### src/rtl/alu_pkg.sv
// Shared encodings for the execute stage: ALU operation codes, R-type
// funct codes and the aluop values driven by the main control unit.
package alu_pkg;

   // Decoded ALU operation (gout)
   localparam logic [2:0] ALU_AND = 3'b000;
   localparam logic [2:0] ALU_OR  = 3'b001;
   localparam logic [2:0] ALU_ADD = 3'b010;
   localparam logic [2:0] ALU_NOR = 3'b011;
   localparam logic [2:0] ALU_SUB = 3'b110;
   localparam logic [2:0] ALU_SLT = 3'b111;

   // R-type funct field values
   localparam logic [5:0] FUNCT_ADD = 6'b100000;
   localparam logic [5:0] FUNCT_SUB = 6'b100010;
   localparam logic [5:0] FUNCT_AND = 6'b100100;
   localparam logic [5:0] FUNCT_OR  = 6'b100101;
   localparam logic [5:0] FUNCT_SLT = 6'b101010;
   localparam logic [5:0] FUNCT_NOR = 6'b100111;

   // aluop encodings from the main decoder
   localparam logic [1:0] ALUOP_ADD   = 2'b00;
   localparam logic [1:0] ALUOP_SUB   = 2'b01;
   localparam logic [1:0] ALUOP_RTYPE = 2'b10;

endpackage

### src/rtl/alu_ctrl_dec.sv
// ALU control decoder: maps the main-control aluop and the instruction
// funct field to the 3-bit ALU operation code.
module alu_ctrl_dec
   import alu_pkg::*;
(
   input  logic [1:0] aluop,
   input  logic [5:0] funct,
   output logic [2:0] gout
);

   // aluop selects a fixed ADD/SUB; any aluop with bit 1 set decodes funct
   always_comb begin
      gout = ALU_ADD;
      casez (aluop)
         ALUOP_ADD: gout = ALU_ADD;
         ALUOP_SUB: gout = ALU_SUB;
         2'b1?: begin
            case (funct)
               FUNCT_ADD: gout = ALU_ADD;
               FUNCT_SUB: gout = ALU_SUB;
               FUNCT_AND: gout = ALU_AND;
               FUNCT_OR:  gout = ALU_OR;
               FUNCT_SLT: gout = ALU_SLT;
               FUNCT_NOR: gout = ALU_NOR;
               default:   gout = ALU_ADD;
            endcase
         end
         default: gout = ALU_ADD;
      endcase
   end

endmodule

### src/rtl/alu_exec_stage.sv
// Execute stage of the single-cycle MIPS datapath: ALU control, 32-bit ALU
// with N/Z/V flags, the PC+4 and branch-target adders, and a registered
// status register sampled when flag_en is high.
module alu_exec_stage
   import alu_pkg::*;
#(
   parameter int WIDTH = 32
) (
   input  logic             clk,
   input  logic             rst_n,
   input  logic [1:0]       aluop,
   input  logic [5:0]       funct,
   input  logic [WIDTH-1:0] op_a,
   input  logic [WIDTH-1:0] op_b,
   input  logic [WIDTH-1:0] pc,
   input  logic [WIDTH-1:0] imm_sext,
   input  logic             flag_en,
   output logic [2:0]       gout,
   output logic [WIDTH-1:0] result,
   output logic             zero,
   output logic             neg,
   output logic             ovf,
   output logic [WIDTH-1:0] pc_plus4,
   output logic [WIDTH-1:0] branch_target,
   output logic             z_q,
   output logic             n_q,
   output logic             v_q
);

   localparam int MSB = WIDTH - 1;

   logic [WIDTH-1:0] sum;
   logic [WIDTH-1:0] diff;
   logic             add_ovf;
   logic             sub_ovf;
   logic             slt_bit;

   alu_ctrl_dec u_ctrl (
      .aluop (aluop),
      .funct (funct),
      .gout  (gout)
   );

   assign sum  = op_a + op_b;
   assign diff = op_a - op_b;

   assign add_ovf = (op_a[MSB] == op_b[MSB]) && (sum[MSB] != op_a[MSB]);
   assign sub_ovf = (op_a[MSB] != op_b[MSB]) && (diff[MSB] != op_a[MSB]);

   // When the signs differ the negative operand is the smaller one; only
   // same-sign operands use the difference, where a - b cannot overflow.
   assign slt_bit = (op_a[MSB] != op_b[MSB]) ? op_a[MSB] : diff[MSB];

   // ALU operation select and overflow qualification
   always_comb begin
      result = '0;
      ovf    = 1'b0;
      case (gout)
         ALU_AND: result = op_a & op_b;
         ALU_OR:  result = op_a | op_b;
         ALU_NOR: result = ~(op_a | op_b);
         ALU_ADD: begin
            result = sum;
            ovf    = add_ovf;
         end
         ALU_SUB: begin
            result = diff;
            ovf    = sub_ovf;
         end
         ALU_SLT: result = {{(WIDTH-1){1'b0}}, slt_bit};
         default: result = '0;
      endcase
   end

   assign zero = (result == '0);
   assign neg  = result[MSB];

   // Shifting the full immediate drops its top two bits, matching
   // {imm_sext[WIDTH-3:0], 2'b00}; both adders wrap with no carry out.
   assign pc_plus4      = pc + WIDTH'(4);
   assign branch_target = pc_plus4 + (imm_sext << 2);

   // Status register: async clear, load on flag_en, otherwise hold
   always_ff @(posedge clk or negedge rst_n) begin
      if (!rst_n) begin
         z_q <= 1'b0;
         n_q <= 1'b0;
         v_q <= 1'b0;
      end else if (flag_en) begin
         z_q <= zero;
         n_q <= neg;
         v_q <= ovf;
      end
   end

endmodule

### config.mk
export PLATFORM = sky130hd
export DESIGN_NAME = alu_exec_stage
export DESIGN_NICKNAME = d
export VERILOG_FILES = /design/src/rtl/alu_pkg.sv /design/src/rtl/alu_ctrl_dec.sv /design/src/rtl/alu_exec_stage.sv
export SDC_FILE = /design/constraint.sdc
export NUM_CORES = 1
export LEC_CHECK = 0
export CORE_ASPECT_RATIO = 0.5
export CORE_MARGIN = 2
export CORE_UTILIZATION = 49
export DETAILED_ROUTE_END_ITERATION = 10
export PLACE_DENSITY = 0.84
export SLEW_MARGIN = 20
export SYNTH_ARGS = -nofsm -noshare
export SYNTH_HDL_FRONTEND = slang
export SYNTH_HIERARCHICAL = 1
export SYNTH_SLANG_ARGS = --single-unit
### constraint.sdc
create_clock -name clk -period 9.2 [get_ports clk]
set_input_delay 1.84 -clock clk [delete_from_list [all_inputs] [get_ports clk]]
set_output_delay 1.84 -clock clk [all_outputs]
set_load 0.02 [all_outputs]
==> flow_summary.ini, run 1 <==
[status]
status = complete, no violations

[final_layout]
final_cell_mix = clkdlybuf4s50_1, buf_4, ha_1, nor2_1, a21oi_1
antenna-diode-count = 0
drive_gt1_share_pct = 17.2
nets = 1697
area_growth_pct = 51.0
final_common_cell = clkdlybuf4s50_1
utilization_pct = 75.0
nFillCells = 1194

[route]
vias = 9643
drc_errors = 0
wl_per_cell_um = 18.1
wl_met3_um = 2440
antenna_left = 0
route.met2.wl_um = 14100
totalWireLength_um = 29400
dr.pass1.iters = 7
top_layer = met4
drt_iter0_drc = 751
drt-met1-wl_um = 11900
via_per_inst = 5.93

[synth]
synth_fa_ha_area_share_pct = 22.9
synth_area_um2 = 7570
ys_types = 102
synth_edf_count = 0
synth_compound_area_share_pct = 30.8
synth_top_family_by_area = compound AO/OA/AOI/OAI gates
ys_seq_elements = 3
synthXorXnorAreaFrac_pct = 11.8
yosys_warnings = 6
synthMuxAreaShare_pct = 2.03
syn_avg_cell_area_um2 = 6.98
seq_area_frac_synth_pct = 0.991
synthSimpleGateAreaFrac_pct = 22.3
async_flop_share_pct = 100
synth-main-ff-cell = dfrtp_1
synth_nets = 1360
synthCells = 1085

[worst_setup_path]
arrival_ps = 7150
cp-end-kind = primary output
critPathKind = primary input to primary output
critPathMaxFanout = 4
critPathLaunchType = primary input
reg2reg_from = v_q
worst-r2r-cell-count = 1
rrSetupSlack_ps = 8430
r2r_end = v_q
critPathRequiredTime_ps = 7360

[die]
ioPinCount = 244
die_w_um = 180
core-area_um2 = 15300
dieHeight_um = 91.9
start_util_pct = 49.7
num_rows = 32
die_area_um2 = 16500

[clock_network]
ctsHoldBuffers = 0
cts_tree = built
numCtsBuffers = 3
cts_buffer_depth = 2
cts_sinks = 3
path_clk_slew_ps = 30
cts-htree-levels = 1
clock_latency_ps = 230
clockRootBuffer = clkbuf_16

[power_and_ir_drop]
total_leakage_power_nw = 5.25
ir_worst_vdd_uv = 56.9
power_density_nw_per_um2 = 84.3
total_power_mw = 0.964

[placement]
hpwl_um = 23400
io_buffers = 235
place_ws_ps = -725
gp_congestion = 0.960

[worst_hold_path]
min-delay-start = n_q
holdPathEnd = n_q
min_path_cells = 1
hold_path_class = flop to flop

[sta]
holdWs_ps = 512
drv_slew = 0
layout_min_cycle_time_ps = 8990
period_share_pct = 97.7
max_freq_mhz = 111
skew_ps = 0
slew_headroom_pct = 42.3
setup_slack_ps = 207
setup_tns_ps = 0
worstMarginPinSlew_ps = 862
finalSetupViolCount = 0
hold_viol = 0

[global_route]
grt_pass1_vias = 9387
grt_max_degree = 31
antenna_found_initial = 0
groute.usage.overall_pct = 33.4
grt_overflow = 0
grt_pass1_wl_um = 46100

[flow_run]
maxCapViolCount = 0
-- cell type report --
type / instances / area, µm² / area share, %
timing repair buffer: 381 / 3480 / 30.4
sequential: 3 / 75.1 / 0.656
multi-input combinational: 925 / 7140 / 62.4
inverter: 108 / 408 / 3.57
clock buffer: 4 / 78.8 / 0.689
tap: 204 / 255 / 2.23
-- worst max path at each step --
stage / start / end / slack (ps) / cells after the start
2_1_floorplan: op_a[11] / zero / 470 / 23
4_1_cts: op_a[1] / zero / 0.2 / 24
5_1_grt: op_b[3] / zero / -10 / 24
6_report: op_b[3] / zero / 210 / 24
3_5_place_dp: op_a[11] / zero / -730 / 24
3_3_place_gp: op_a[11] / zero / -550 / 24
-- metal layers --
metal / track usage [%] / vias to the layer above
met5: 0 / -
met4: 13.7 / 0
met3: 4.57 / 91
met2: 59.2 / 496
met1: 40.9 / 4457
li1: - / 4599
-- worst max-delay path, cell delays in order --
cell             delay, ps
clkdlybuf4s50_1        480
inv_1                   90
ha_4                   230
nor2_2                 110
o211ai_1               250
a21oi_4                250
or3_4                  180
o21ai_4                 70
o41ai_4                340
a21oi_2                100
nor2_1                  90
nor2_1                  70
fa_2                   340
mux2i_2                180
a21oi_2                 80
a22o_1                 220
or4_1                  410
or3_4                  350
nor3_2                 100
or4b_4                 490
nor4b_4                320
nand4_1                190
nor4_2                 190
buf_4                  180
-- stage by stage --
stage	std cells	instance area (µm²)
after floorplan	1085	7570
after global placement	1609	10900
after detailed placement	1609	10900
after CTS	1617	11100
after global routing	1625	11400
final	1625	11400
-- state kept, by name, summed over array words and instances (netlist names) --
name and cells:
z_q 1, n_q 1, v_q 1
-- cells in the mapped netlist, types with 15 or more instances --
master	count	area share, %
a21o_1	28	2.8
nand2_1	79	3.9
a22oi_1	17	1.7
nand4_1	16	1.3
o21ai_0	39	2.6
a21oi_1	88	5.8
ha_1	132	22
xor2_1	23	2.7
nand3_1	28	1.8
clkbuf_1	25	1.2
o211ai_1	15	1.5
o21a_1	15	1.5
xnor2_1	79	9.1
nor2_1	100	5.0
nor3_1	21	1.4
inv_1	101	5.0
-- kinds of logic after synthesis --
group           Yosys count
compound gates          337
simple gates            335
buf+inv                 157
fa+ha+maj               136
xor+xnor                102
mux                      15
flops                     3
-- report_power, final --
| group | switching [mW] | internal [mW] |
|---|---|---|
| Clock | 0.0145 | 0.0574 |
| Combinational | 0.464 | 0.412 |
| Sequential | 0.00109 | 0.0153 |
| Total | 0.480 | 0.484 |
-- what timing repair did --
| item | 4_1_cts | 5_1_grt |
|---|---|---|
| gates resized for setup | 35 | 62 |
| buffers inserted | 4 | 8 |
| pin swaps | 18 | 23 |
| setup endpoints to repair | 1 | 1 |
(Power assumes the default switching activity.)
==> run 2, diff against run 1 <==
Settings changed: CORE_UTILIZATION 49 to 25, PLACE_DENSITY 0.84 to unset, SYNTH_HIERARCHICAL 1 to unset.
==> flow_summary.ini, run 2 <==
[synth]
ys_seq_elements = 3
synth-main-ff-cell = dfrtp_1
synth_area_leaders = ha_1, xnor2_1, inv_1
async_flop_share_pct = 100
yosysTopAreaCell = ha_1
syn_avg_cell_area_um2 = 7.04
synth_nets = 1343
yosys_warnings = 0
seq_area_frac_synth_pct = 0.997
synth.top_cell.area_share_pct = 21.8
synth_common_cells = ha_1, inv_1, a21oi_1, xnor2_1, nor2_1
synthCells = 1069
synth_edf_count = 0
ys_types = 86
synth_area_um2 = 7530
post-synth-top-count-cell = ha_1

[worst_hold_path]
hold_path_class = flop to flop
min_path_cells = 1
min-delay-start = v_q
holdPathEnd = v_q

[route]
via_per_inst = 5.25
dr.pass1.iters = 5
wl_per_cell_um = 17.3
antenna_left = 0
drt_iter0_drc = 499
totalWireLength_um = 30500
vias = 9250
drc_errors = 0

[worst_setup_path]
worst-r2r-cell-count = 2
arrival_ps = 6850
critPathMaxFanout = 3
reg2reg_from = z_q
critPathKind = primary input to primary output
cp-end-kind = primary output
rrSetupSlack_ps = 8400
r2r_end = z_q
critPathRequiredTime_ps = 7360
critPathLaunchType = primary input
crit_path_start = op_b[12]

[global_route]
grt_pass1_wl_um = 47800
antenna_found_initial = 1
grt_pass1_vias = 9109
grt_overflow = 0
groute.usage.overall_pct = 18.2
grt_max_degree = 31

[clock_network]
numCtsBuffers = 3
clockRootBuffer = clkbuf_16
cts_sinks = 3
cts_buffer_depth = 2
cts_tree = built
path_clk_slew_ps = 30
ctsHoldBuffers = 0
clock_latency_ps = 220
cts-htree-levels = 1

[sta]
layout_min_cycle_time_ps = 8690
max_freq_mhz = 115
holdWs_ps = 519
rsz0062_at_grt = false
finalSetupViolCount = 0
setup_slack_ps = 512
worstMarginPinSlew_ps = 828
hold_viol = 0
skew_ps = 0
period_share_pct = 94.4
slew_headroom_pct = 44.8
drv_slew = 0

[final_layout]
final_cell_mix = clkdlybuf4s50_1, ha_1, inv_1, buf_4
drive_gt1_share_pct = 12.2
nets = 1645
final_common_cell = clkdlybuf4s50_1
area_growth_pct = 47.7
top_regs = n_q x1, v_q x1, z_q x1

[placement]
io_buffers = 235
place_ws_ps = -214
gp_congestion = 0.925
hpwl_um = 25700

[power_and_ir_drop]
power_density_nw_per_um2 = 83.9
ir_worst_vdd_uv = 45.1
total_leakage_power_nw = 4.92

[die]
dieHeight_um = 127
core-area_um2 = 29300
die_area_um2 = 31600
die_w_um = 249
num_rows = 44
ioPinCount = 244
start_util_pct = 25.7

[flow_run]
maxCapViolCount = 0

[status]
status = complete, no violations
[run 2: cell count changes in the layout (fill, tap and decap cells not counted), sizes merged, moves of 13 or more]
cell / delta
nand2: -27
a22oi: +13
dlymetal6s2s: -19
nor2: -28
clkdlybuf4s50: +26
buf: -32
[run 2: cell type report]
type,instances,area (µm²)
well taps,391,489
multi-input cells,895,6830
flip-flops and latches,3,75.1
fillers,3041,18200
inverters,119,447
repair buffers,349,3200
diodes,1,2.50
clock buffers,4,78.8
[run 2: metrics by stage]
| stage | std cells | utilization (%) | area (µm²) | power [mW] | setup TNS (ps) |
|---|---|---|---|---|---|
| global placement | 1755 | 37.5 | 11000 | 0.846 | -220 |
| detailed placement | 1755 | 37.5 | 11000 | 0.855 | -214 |
| floorplan | 1069 | - | 7530 | 0.489 | 0 |
| CTS | 1761 | 37.9 | 11100 | 0.931 | 0 |
| global route | 1761 | 38.0 | 11100 | 0.998 | 0 |
| finish | 1762 | 38.0 | 11100 | 0.933 | 0 |
[run 2: power breakdown]
| group | internal [mW] | leakage, nW | switching, mW |
|---|---|---|---|
| sequential | 0.0150 | 0.0383 | 0.000975 |
| combinational | 0.388 | 4.85 | 0.460 |
| clock | 0.0571 | 0.0382 | 0.0110 |
| total | 0.460 | 4.92 | 0.472 |
[run 2: cell families (layout without fill, tap and decap cells)]
family                   count (synthesis)  in the layout  share of synthesized area, %
flip-flops                               3              3                         0.997
multiplexers                             7              7                         0.947
adder cells (fa/ha/maj)                135            135                          22.8
AO/OA/AOI/OAI                          367            367                          35.3
other                                    0              1                             0
buffers and inverters                  171            472                          9.12
XOR/XNOR                                92             92                          10.7
AND/OR/NAND/NOR                        294            294                          20.1
[run 2: layer usage]
metal	GRT usage, %	vias up	wire (µm)
met2	34.0	300	15000
met4	4.08	0	562
li1	-	4530	-
met3	1.29	28	1470
met1	23.0	4392	13500
met5	0	-	0
[run 2: worst max-delay path: stages]
cell,delay (ps)
clkdlybuf4s50_1,500
inv_1,70
ha_1,310
nor2b_1,180
o311ai_1,180
a2111oi_2,320
buf_4,180
o31ai_4,100
a2111oi_4,350
o21ai_1,150
a21oi_1,160
o21ai_0,90
a21oi_1,150
nor2_1,70
fa_1,450
nand2_1,100
nand2_1,60
nand4_1,90
nand3_1,120
nor4_2,280
and3_1,200
nand4_1,80
buf_4,190
nor4_2,280
and2_1,170
clkbuf_2,170
[run 2: timing repair]
item	in CTS	in global routing
pin swaps	1	0
resized for setup	6	4
endpoints found under the setup margin	1	1
setup buffers	2	0
[run 2: worst max path at each step]
stage | slack (ps) | endpoint
floorplan | 1580 | zero
global placement | -220 | zero
detailed placement | -210 | zero
CTS | 260 | zero
global route | 130 | branch_target[30]
finish | 510 | zero
==> run 3, diff against run 2 <==
Settings changed: GPL_TIMING_DRIVEN set to 0, PLACE_DENSITY set to 0.6, SLEW_MARGIN 20 to unset.
==> flow_summary.ini, run 3 (synthesis gave the netlist of run 2 again) <==
[worst_hold_path]
hold_path_class = flop to flop
min-delay-start = v_q
holdPathEnd = v_q
min_path_cells = 1

[worst_setup_path]
reg2reg_from = z_q
rrSetupSlack_ps = 8410
crit_path_start = op_a[17]
cp-end-kind = primary output
r2r_end = z_q
critPathRequiredTime_ps = 7360
critPathLaunchType = primary input
arrival_ps = 6970
critPathMaxFanout = 10
critPathKind = primary input to primary output
worst-r2r-cell-count = 2

[global_route]
antenna_found_initial = 1
groute.usage.overall_pct = 18.3
grt_pass1_vias = 8624
grt_pass1_wl_um = 47200
grt_overflow = 0
grt_max_degree = 11

[route]
wl_per_cell_um = 18.0
drc_errors = 0
via_per_inst = 5.34
dr.pass1.iters = 5
vias = 9137
drt_iter0_drc = 683
antenna_left = 0
totalWireLength_um = 30700

[clock_network]
cts-htree-levels = 1
cts_buffer_depth = 2
clock_latency_ps = 230
cts_sinks = 3
clockRootBuffer = clkbuf_16
cts_tree = built
ctsHoldBuffers = 0
numCtsBuffers = 3
path_clk_slew_ps = 30

[sta]
finalSetupViolCount = 0
hold_viol = 0
rsz0062_at_grt = false
worstMarginPinSlew_ps = 1040
drv_slew = 0
max_freq_mhz = 113
period_share_pct = 95.8
skew_ps = 0
slew_headroom_pct = 30.5
layout_min_cycle_time_ps = 8810
setup_slack_ps = 386
holdWs_ps = 513

[die]
num_rows = 44
ioPinCount = 244
die_area_um2 = 31600
core-area_um2 = 29300
dieHeight_um = 127
die_w_um = 249
start_util_pct = 25.7

[flow_run]
maxCapViolCount = 0

[power_and_ir_drop]
ir_worst_vdd_uv = 38.6
swShare_pct = 52.2
comb_power_share_pct = 90.4
p_clk_share_pct = 7.8
netSwitchingPower_mw = 0.471
p_int_mw = 0.431
power_density_nw_per_um2 = 85.1
pwr-share-seq_pct = 1.8
total_leakage_power_nw = 4.56
total_power_mw = 0.902

[final_layout]
nFillCells = 3160
drive_gt1_share_pct = 6.45
multi_input_area_um2 = 6830
regArea_um2 = 75.1
stdcell_count = 1710
nets = 1593
area_growth_pct = 40.7
final_common_cell = clkdlybuf4s50_1
final_cell_area_um2 = 10600
final_cell_mix = clkdlybuf4s50_1, ha_1, inv_1, a21oi_1, xnor2_1
top_regs = n_q x1, v_q x1, z_q x1

[placement]
placed_cells = 1698
io_buffers = 238
gp_congestion = 0.948
place_ws_ps = -567
place_area_um2 = 10400
hpwl_um = 25700

[status]
status = complete, no violations
==> run 3: cell types whose count changed in the layout (fill, tap and decap cells not counted), moves of 2 or more <==
cell,before,now
buf_4,114,14
buf_2,1,17
buf_1,0,4
clkdlybuf4s50_1,233,237
a21oi_1,78,80
clkbuf_1,1,24
==> run 3: worst max path at each step <==
stage / depth (start not counted) / end
finish: 24 / zero
global route: 25 / zero
CTS: 24 / zero
detailed placement: 25 / zero
global placement: 24 / zero
floorplan: 23 / zero
==> run 3: area by class of cell <==
class                      instances  share of cell area [%]
antenna                            1                  0.0236
buffer                            51                    2.23
clock buffer                       4                   0.744
inverter                         119                    4.21
multi-input combinational        895                    64.5
sequential                         3                   0.708
tap                              391                    4.62
timing repair buffer             246                    23.0
==> run 3: power groups by stage <==
| stage | logic, mW | registers [mW] | clock network, mW |
|---|---|---|---|
| floorplan | 0.471 | 0.0181 | 0 |
| global placement | 0.801 | 0.0159 | 0 |
| detailed placement | 0.800 | 0.0161 | 0 |
| CTS | 0.806 | 0.0159 | 0.0719 |
| global route | 0.874 | 0.0161 | 0.0721 |
| finish | 0.816 | 0.0159 | 0.0708 |
==> run 3: timing repair <==
item                       CTS  global route
cloned                       0             0
hold endpoints to repair     0             0
setup buffers                5             3
gates resized for setup      6            10
setup endpoints to repair    1             1
pin swaps                    4             4
==> run 3: routing by layer <==
| layer | global-route usage [%] | up-vias | wire, µm |
|---|---|---|---|
| li1 | - | 4432 | - |
| met1 | 23.4 | 4275 | 13400 |
| met2 | 32.3 | 375 | 14400 |
| met3 | 2.28 | 55 | 1950 |
| met4 | 5.95 | 0 | 989 |
| met5 | 0 | - | 0 |
==> run 3: critical path, cell delays in order <==
cell and delay [ps]:
clkdlybuf4s50_1 510, inv_1 50, ha_1 290, buf_2 190, or2_2 350, o21ai_1 360
nor3_1 180, a2111oi_4 410, o21ai_1 160, a21oi_1 180, o21ai_0 100, a21oi_1 150
nor2_1 60, fa_1 430, nand2_1 90, nand2_1 60, nand4_1 100, nand3_1 120
nor4_2 190, and3_1 200, nand4_1 290, nor4_4 330, and2_1 160, clkbuf_2 160
==> run 3: stage by stage <==
step	util [%]	TNS, ps
detailed placement	35.5	-567
floorplan	-	0
CTS	36.0	0
finish	36.2	0
global route	36.2	0
global placement	35.5	-631
